## config.mk

```make
export PLATFORM = sky130hd
export DESIGN_NAME = tri_debug_mux_cyc
export DESIGN_NICKNAME = d
export VERILOG_FILES = /design/src/rtl/tri_debug_mux_cyc_pkg.sv /design/src/rtl/tri_debug_rot_merge.sv /design/src/rtl/tri_debug_mux_cyc.sv
export SDC_FILE = /design/constraint.sdc
export NUM_CORES = 1
export LEC_CHECK = 0
export CORE_AREA = 2 2 236 238
export CTS_CLUSTER_DIAMETER = 120
export CTS_CLUSTER_SIZE = 14
export DETAILED_ROUTE_END_ITERATION = 8
export DIE_AREA = 0 0 238 240
export GPL_ROUTABILITY_DRIVEN = 0
export PLACE_DENSITY_LB_ADDON = 0.2
export REMOVE_ABC_BUFFERS = 1
export SLEW_MARGIN = 20
export SYNTH_ARGS = -nofsm -noshare
export SYNTH_HDL_FRONTEND = slang
export SYNTH_SLANG_ARGS = --single-unit
export TNS_END_PERCENT = 1
```

## constraint.sdc

```tcl
create_clock -name clk -period 8.73 [get_ports clk]
set_clock_uncertainty 0.05 [all_clocks]
set_input_delay 1.746 -clock clk [delete_from_list [all_inputs] [get_ports clk]]
set_output_delay 1.746 -clock clk [all_outputs]
set_load 0.005 [all_outputs]
```

## src/rtl/tri_debug_mux_cyc_pkg.sv

```systemverilog
// Shared types and helpers for the tri-state-free debug trace mux family.
// Rotation encodings are shared with the legacy 16-way mux.
package tri_debug_mux_cyc_pkg;

    typedef enum logic [1:0] {
        ROT_NONE = 2'd0,
        ROT_3Q   = 2'd1,
        ROT_HALF = 2'd2,
        ROT_1Q   = 2'd3
    } rot_e;

    typedef enum logic {
        CYC_IDLE = 1'b0,
        CYC_RUN  = 1'b1
    } cyc_state_e;

    // Output quarter q takes source quarter (q - rot) mod 4; the 2-bit wrap is the modulo.
    function automatic logic [1:0] src_quarter(input logic [1:0] q, input rot_e rot);
        return q - rot;
    endfunction

endpackage

```

## src/rtl/tri_debug_rot_merge.sv

```systemverilog
// Combinational quarter-word rotate followed by a per-quarter merge with the
// upstream trace bus. Quarter 0 is the most-significant quarter (bit 0 end).
module tri_debug_rot_merge
    import tri_debug_mux_cyc_pkg::*;
#(
    parameter int DBG_WIDTH = 32
) (
    input  logic [0:DBG_WIDTH-1] grp_data,
    input  logic [0:DBG_WIDTH-1] trace_data_in,
    input  logic [0:1]           rot_sel,
    input  logic [0:3]           lane_en,
    output logic [0:DBG_WIDTH-1] merged
);

    localparam int Q = DBG_WIDTH / 4;

    rot_e rot_amt;
    assign rot_amt = rot_e'(rot_sel);

    always_comb begin
        // NOTE: a default on every path keeps always_comb from inferring latches.
        merged = '0;
        for (int q = 0; q < 4; q++) begin
            if (lane_en[q]) begin
                merged[q*Q +: Q] = grp_data[src_quarter(2'(q), rot_amt)*Q +: Q];
            end else begin
                merged[q*Q +: Q] = trace_data_in[q*Q +: Q];
            end
        end
    end

endmodule

```

## src/rtl/tri_debug_mux_cyc.sv

```systemverilog
// Registered debug-group trace mux with auto-cycle over a group range and a
// global hold. Each instance is one pipeline stage of the trace daisy chain.
module tri_debug_mux_cyc
    import tri_debug_mux_cyc_pkg::*;
#(
    parameter int DBG_WIDTH  = 32,
    parameter int NUM_GROUPS = 16,
    parameter int SEL_W      = 4,
    parameter int DWELL_W    = 8
) (
    input  logic                           clk,
    input  logic                           rst_n,
    input  logic [0:SEL_W-1]               grp_sel,
    input  logic [0:SEL_W-1]               cycle_last,
    input  logic                           cycle_en,
    input  logic [0:DWELL_W-1]             dwell,
    input  logic [0:1]                     rot_sel,
    input  logic [0:3]                     lane_en,
    input  logic                           trace_hold,
    input  logic [0:NUM_GROUPS*DBG_WIDTH-1] dbg_groups,
    input  logic [0:DBG_WIDTH-1]           trace_data_in,
    input  logic [0:3]                     coretrace_ctrls_in,
    output logic [0:DBG_WIDTH-1]           trace_data_out,
    output logic [0:3]                     coretrace_ctrls_out,
    output logic [0:SEL_W-1]               trace_grp_id
);

    if (DBG_WIDTH % 4 != 0) begin : g_chk_width
        $error("tri_debug_mux_cyc: DBG_WIDTH must be a multiple of 4");
    end
    if (NUM_GROUPS != (1 << SEL_W)) begin : g_chk_groups
        $error("tri_debug_mux_cyc: NUM_GROUPS must equal 2**SEL_W");
    end

    logic [0:DBG_WIDTH-1] grp_data;
    logic [0:DBG_WIDTH-1] merged;
    logic [0:SEL_W-1]     cur_grp, cur_grp_nxt;
    logic [0:DWELL_W-1]   dwell_cnt, dwell_cnt_nxt;
    cyc_state_e           cyc_state, cyc_state_nxt;

    assign grp_data = dbg_groups[cur_grp*DBG_WIDTH +: DBG_WIDTH];

    tri_debug_rot_merge #(
        .DBG_WIDTH(DBG_WIDTH)
    ) u_rot_merge (
        .grp_data      (grp_data),
        .trace_data_in (trace_data_in),
        .rot_sel       (rot_sel),
        .lane_en       (lane_en),
        .merged        (merged)
    );

    // Priority: hold, then cycle_en low (beats dwell expiry), then entry, then stepping.
    always_comb begin
        cur_grp_nxt   = cur_grp;
        dwell_cnt_nxt = dwell_cnt;
        cyc_state_nxt = cyc_state;
        if (!trace_hold) begin
            if (!cycle_en) begin
                cyc_state_nxt = CYC_IDLE;
                cur_grp_nxt   = grp_sel;
                dwell_cnt_nxt = '0;
            end else if (cyc_state == CYC_IDLE) begin
                cyc_state_nxt = CYC_RUN;
                cur_grp_nxt   = grp_sel;
                dwell_cnt_nxt = '0;
            end else if (dwell_cnt == dwell) begin
                dwell_cnt_nxt = '0;
                // >= also covers an empty range (cycle_last < grp_sel) and the top-group wrap.
                cur_grp_nxt   = (cur_grp >= cycle_last) ? grp_sel : cur_grp + SEL_W'(1);
            end else begin
                dwell_cnt_nxt = dwell_cnt + DWELL_W'(1);
            end
        end
    end

    always_ff @(posedge clk or negedge rst_n) begin
        if (!rst_n) begin
            cyc_state <= CYC_IDLE;
            cur_grp   <= '0;
            dwell_cnt <= '0;
        end else begin
            // NOTE: non-blocking updates so every register samples pre-edge values.
            cyc_state <= cyc_state_nxt;
            cur_grp   <= cur_grp_nxt;
            dwell_cnt <= dwell_cnt_nxt;
        end
    end

    // trace_grp_id is taken from the same cur_grp that selected the data, keeping them coherent.
    always_ff @(posedge clk or negedge rst_n) begin
        if (!rst_n) begin
            trace_data_out      <= '0;
            coretrace_ctrls_out <= '0;
            trace_grp_id        <= '0;
        end else if (!trace_hold) begin
            trace_data_out      <= merged;
            coretrace_ctrls_out <= coretrace_ctrls_in;
            trace_grp_id        <= cur_grp;
        end
    end

endmodule

```

## Word level (Yosys, flattened, before mapping)

Cells that the tools add are included.

| word-level totals | value |
|---|---|
| register bits after elaboration | 53 |
| output and inout port bits | 40 |
| word-level logic and storage cells | 39 |

| cells by class | value |
|---|---|
| add/sub/neg operators | 6 |
| order comparisons | 1 |
| equality and inequality tests | 2 |
| shift operators | 5 |
| muxes and demuxes | 12 |
| bitwise logic cells | 6 |
| reduce and logical (&&, ||, !) cells | 1 |

Operators by type and width:

| cell | count |
|---|---|
| 512-bit by 33-bit variable part select with 513-bit output | 1 |
| 5-bit NOT with 33-bit output | 4 |
| 32-bit by 33-bit variable part select with 33-bit output | 4 |
| 8-bit two-way mux | 7 |
| 9-bit NOT with 33-bit output | 1 |
| 4-bit two-way mux | 4 |
| 8-bit by 1-bit adder with 8-bit output, second input constant | 1 |
| 8-bit == test | 1 |
| 4-bit by 1-bit adder with 4-bit output, second input constant | 1 |
| 4-bit >= comparator | 1 |
| 1-bit by 2-bit subtractor with 2-bit output, first input constant | 2 |
| 2-bit subtractor, first input constant | 2 |
| 3-bit by 2-bit inequality test with 1-bit output, second input constant | 1 |
| 2-bit AND reduction | 1 |
| 1-bit two-way mux | 1 |
| 1-bit NOT | 1 |

## Logic depth before layout (Yosys ltp)

| depth | value |
|---|---|
| depth in word-level cells | 5 |
| depth in mapped cells | 11 |

## By module

From an unflattened synthesis, not the netlist that was laid out.

| unflattened totals | value |
|---|---|
| cell total of the unflattened synthesis | 470 |
| area, all modules | 7236.9 um^2 |

Modules (own cells, without submodules):

| module | instances | cells an instance | area each (um^2) |
|---|---|---|---|
| tri_debug_mux_cyc | 1 | 376 | 6164.7 |
| tri_debug_rot_merge | 1 | 94 | 1072.3 |

## Worst setup path before layout

OpenSTA, ideal clock, no wires.

| path | value |
|---|---|
| path type | input -> register |
| start | input cycle_last[3] in the netlist's numbering |
| end | register cur_grp[3] in the netlist's numbering |
| setup time | 0.126 ns |
| arrival time | 3.370 ns |
| data required time | 8.554 ns |
| slack | 5.184 ns |
| stages on the path | 7 |
| buffers on the path | 0 |
| cell sequence | ha_1 nand2b_1 a21o_1 a21o_1 a211oi_2 and3b_1 a311o_1 |

| between the ends | value |
|---|---|
| longest elaborated chain between the ends | 5 |

Ends and longest elaborated chain:

| item | RTL line | RTL |
|---|---|---|
| start: declaration | tri_debug_mux_cyc.sv:14 | `input logic [0:SEL_W-1] cycle_last,` |
| 4-bit >= comparator | tri_debug_mux_cyc.sv:70 | `cur_grp_nxt = (cur_grp >= cycle_last) ? grp_sel : cur_grp + SEL_W'(1);` |
| 4-bit two-way mux | tri_debug_mux_cyc.sv:70 |  |
| 4-bit two-way mux | tri_debug_mux_cyc.sv:67 | `end else if (dwell_cnt == dwell) begin` |
| 4-bit two-way mux | tri_debug_mux_cyc.sv:63 | `end else if (cyc_state == CYC_IDLE) begin` |
| 4-bit two-way mux | tri_debug_mux_cyc.sv:59 | `if (!cycle_en) begin` |
| end signal: assignment | tri_debug_mux_cyc.sv:85 | `cur_grp <= cur_grp_nxt;` |
| end: declaration | tri_debug_mux_cyc.sv:37 | `logic [0:SEL_W-1] cur_grp, cur_grp_nxt;` |

Every way passes these cells. The select of a mux whose other input is x is not followed.
A chain may end at the register's enable or synchronous reset.

## Final worst setup path

| path | value |
|---|---|
| start | input rot_sel[1] in the netlist's numbering |
| end | register trace_data_out[30] in the netlist's numbering |

| between the ends | value |
|---|---|
| longest elaborated chain between the ends | 4 |

Ends and longest elaborated chain:

| item | RTL line | RTL |
|---|---|---|
| start: declaration | tri_debug_mux_cyc.sv:17 | `input logic [0:1] rot_sel,` |
| 2-bit subtractor | tri_debug_mux_cyc_pkg.sv:19 | `return q - rot;` |
| 5-bit NOT with 33-bit output (not written as such) | tri_debug_rot_merge.sv:25 | `merged[q*Q +: Q] = grp_data[src_quarter(2'(q), rot_amt)*Q +: Q];` |
| 32-bit by 33-bit variable part select with 33-bit output | tri_debug_rot_merge.sv:25 |  |
| 8-bit two-way mux | tri_debug_rot_merge.sv:24 | `if (lane_en[q]) begin` |
| end signal: assignment | tri_debug_mux_cyc.sv:97 | `trace_data_out <= merged;` |
| end: declaration | tri_debug_mux_cyc.sv:23 | `output logic [0:DBG_WIDTH-1] trace_data_out,` |

Every way passes these cells.

==> flow_summary.json <==
{
  "start_util": 0.142,
  "fin_tns_setup_ns": 0,
  "viasPerCell": 4.65,
  "fin_crit_sh": 0.490,
  "vias": 9402,
  "post_cts_resized": 0,
  "postRouteAntennaNets": 0,
  "fin_util": 0.268,
  "clock_latency_ns": 0.30,
  "cp-start-kind": "primary input",
  "tightest_slew_ns": 1.14,
  "clockRootBuffer": "clkbuf_16",
  "cts_setup_buffers": 0,
  "cp.arrival_ns": 4.47,
  "route.detailed.drc": 0,
  "powerDensity_mw_per_mm2": 134,
  "place_ws_ns": 4.17,
  "num_io_pins": 614,
  "clkTransAtPathRegs_ns": 0.09,
  "die-area_mm2": 0.0571,
  "power_frac_seq": 0.178,
  "cts_tree": "built",
  "first_pass_iters": 5,
  "p_leak_nw": 5.21,
  "htree_levels": 2,
  "final_area_mm2": 0.0146,
  "synth_edf_count": 0,
  "fin_crit_ns": 4.27,
  "share_comb_of_total_power": 0.698,
  "netlist_instances": 759,
  "drive_gt1_frac": 0.123,
  "max_stage_delay_ns": 0.54,
  "cts.sinks": 53,
  "slowest_stage": "nor3_1",
  "drt_wl_total_um": 54800,
  "worstHoldPathType": "reg2reg",
  "async_flop_share": 1.00,
  "cts.path.max_buffers": 2,
  "instances_no_fill": 2024,
  "fmax_ghz": 0.234,
  "cp-end-kind": "flip-flop",
  "vdd_drop_max_mv": 0.105,
  "switching_power_mw": 0.846,
  "status": "finished, final reports clean",
  "hold_violations": 0,
  "grt.overflow.total": 0,
  "hpwl_um": 45900,
  "grt_max_degree": 65,
  "synth-xor-area-share": 0.0124,
  "nNetsFinal": 1897,
  "critical_path_class": "in2reg",
  "path_max_fanout": 28,
  "yosysWarnings": 0,
  "ys_ff_latch": 53,
  "internal-power_mw": 1.11,
  "crit_required_ns": 8.93,
  "drv_cap": 0,
  "avgSynthCellArea_um2": 10.2,
  "grt_pass1_vias": 9977,
  "power.share.switching": 0.433,
  "relSlewSlack": 0.240,
  "hold_buffers": 0,
  "port_buffers": 613,
  "synthMuxAreaShare": 0.414,
  "ys_types": 59,
  "dieWidth_um": 238,
  "dieHeight_um": 240,
  "core_mm2": 0.0547,
  "cts_buffers": 5,
  "setup_slack_ns": 4.46,
  "finalSetupViolCount": 0,
  "yosys_most_used_dff": "dfrtp_1",
  "synthSimpleGateAreaFrac": 0.123,
  "place_inst": 2014,
  "clkPwrFrac": 0.124,
  "rsz0062_at_grt": "false",
  "rows": 86,
  "finalMaxSlewViolations": 0,
  "grt.total_usage": 0.182,
  "area_growth_pct": 88.2,
  "postPlaceCellArea_mm2": 0.0145,
  "wl_per_cell_um": 27.1,
  "synth_top_family_by_area": "multiplexers",
  "ys_seq_area_frac": 0.171,
  "syn_area_mm2": 0.00777,
  "drt_iter0_markers": 580,
  "grt_pass1_wl_um": 73900,
  "antenna_found_initial": 8,
  "synth_fa_ha_area_frac": 0.00966,
  "synth_compound_area_frac": 0.209,
  "cp_cell_sequence": "clkdlybuf4s50_1 -> buf_4 -> clkinv_1 -> nor3_1 -> nand2_1 -> o21ai_0 -> nor4_1 -> a2bb2oi_1"
}
## per-layer routing
metal / up-vias / part of all wire / global-route usage / routed length (um)
li1: 4244 / - / - / -
met1: 4684 / 0.42 / 0.231 / 22900
met2: 410 / 0.50 / 0.320 / 27500
met3: 56 / 0.058 / 0.0346 / 3190
met4: 8 / 0.021 / 0.0409 / 1130
met5: - / 0.00095 / 0 / 52
## synth_stat cells, drive strengths merged (14+ instances only)
master	number	area [um^2]
mux2	17	199
a221oi	21	190
dfrtp	53	1330
nand2	57	214
o21ai	34	170
mux2i	44	453
clkbuf	35	131
a2bb2oi	15	131
a21oi	43	215
nor2	47	176
a22oi	30	225
nand3	26	130
mux4	114	2570
nor2b	16	100
inv	14	55.1
buf	38	285
## worst max-delay path: cells and delay by family
kind                   cells  cell delay, ns
AO/OA/AOI/OAI              2            0.61
buffers and inverters      3            1.09
AND/OR/NAND/NOR            3            1.00
## power groups by stage
stage | clock (mW) | combinational, mW | sequential [mW]
after floorplan | 0 | 0.649 | 0.411
after global placement | 0 | 1.38 | 0.354
after detailed placement | 0 | 1.38 | 0.355
after CTS | 0.249 | 1.39 | 0.351
after global routing | 0.256 | 1.46 | 0.358
final | 0.243 | 1.36 | 0.348
## stage by stage
stage | hold slack [ns] | total power [mW]
finish | 0.435 | 1.95
global route | 0.487 | 2.07
CTS | 0.441 | 1.99
detailed placement | 0.422 | 1.74
global placement | 0.416 | 1.73
floorplan | 0.424 | 1.06
## cell families after synthesis
family                   count (synthesis)
AO/OA/AOI/OAI                          228
XOR/XNOR                                11
adder cells (fa/ha/maj)                  6
buffers and inverters                   88
flip-flops                              53
multiplexers                           175
AND/OR/NAND/NOR                        198
## layout by cell type, fill, tap and decap left out, types with 4 or more instances in the layout
master / count
and2_1: 7
clkdlybuf4s50_1: 611
mux2_2: 15
nand3_1: 26
a32oi_1: 10
a311o_1: 4
o21ai_1: 18
ha_1: 6
o22ai_1: 10
nor3b_1: 10
clkbuf_16: 5
a22oi_1: 30
inv_1: 13
a221oi_1: 20
dfrtp_1: 49
a22o_1: 10
xor2_1: 10
a31oi_1: 4
mux2i_1: 43
o211ai_1: 9
nand2b_1: 6
o31ai_1: 5
nor4_1: 4
o21ai_0: 16
nand2_1: 57
a21oi_1: 43
o22a_1: 4
nor3_1: 13
a21o_1: 5
nand4_1: 4
nor2_1: 47
buf_4: 11
nor2b_1: 15
a2bb2oi_1: 15
mux4_2: 114
a211oi_1: 6
## final timing paths
kind	start	slack, ns	depth (start not counted)	endpoint
hold reg to reg	trace_grp_id[3]$_DFFE_PN0N_	0.44	2	trace_grp_id[3]$_DFFE_PN0N_
max in group asynchronous	rst_n	6.46	2	cur_grp[0]$_DFFE_PN0P_
setup / recovery	rot_sel[1]	4.46	8	trace_data_out[30]$_DFFE_PN0N_
min in group asynchronous	rst_n	1.56	2	dwell_cnt[0]$_DFFE_PN0N_
setup reg to reg	cur_grp[2]$_DFFE_PN0P_	4.74	8	trace_data_out[30]$_DFFE_PN0N_
hold / removal	trace_grp_id[3]$_DFFE_PN0N_	0.44	2	trace_grp_id[3]$_DFFE_PN0N_
## flip-flops by register name, indices dropped and copies added (netlist names)
name	cells
dwell_cnt	8
cur_grp	4
cyc_state	1
trace_grp_id	4
coretrace_ctrls_out	4
trace_data_out	32
## layout make-up
type,instances,area (um^2)
Fill cell,5774,40000
Timing Repair Buffer,624,6210
Multi-Input combinational cell,618,5970
Sequential cell,53,1340
Tap cell,704,881
Clock buffer,5,125
Inverter,15,58.8
Clock inverter,2,35.0
Antenna cell,3,7.51
Note: power is estimated with default switching activity, not from simulation.
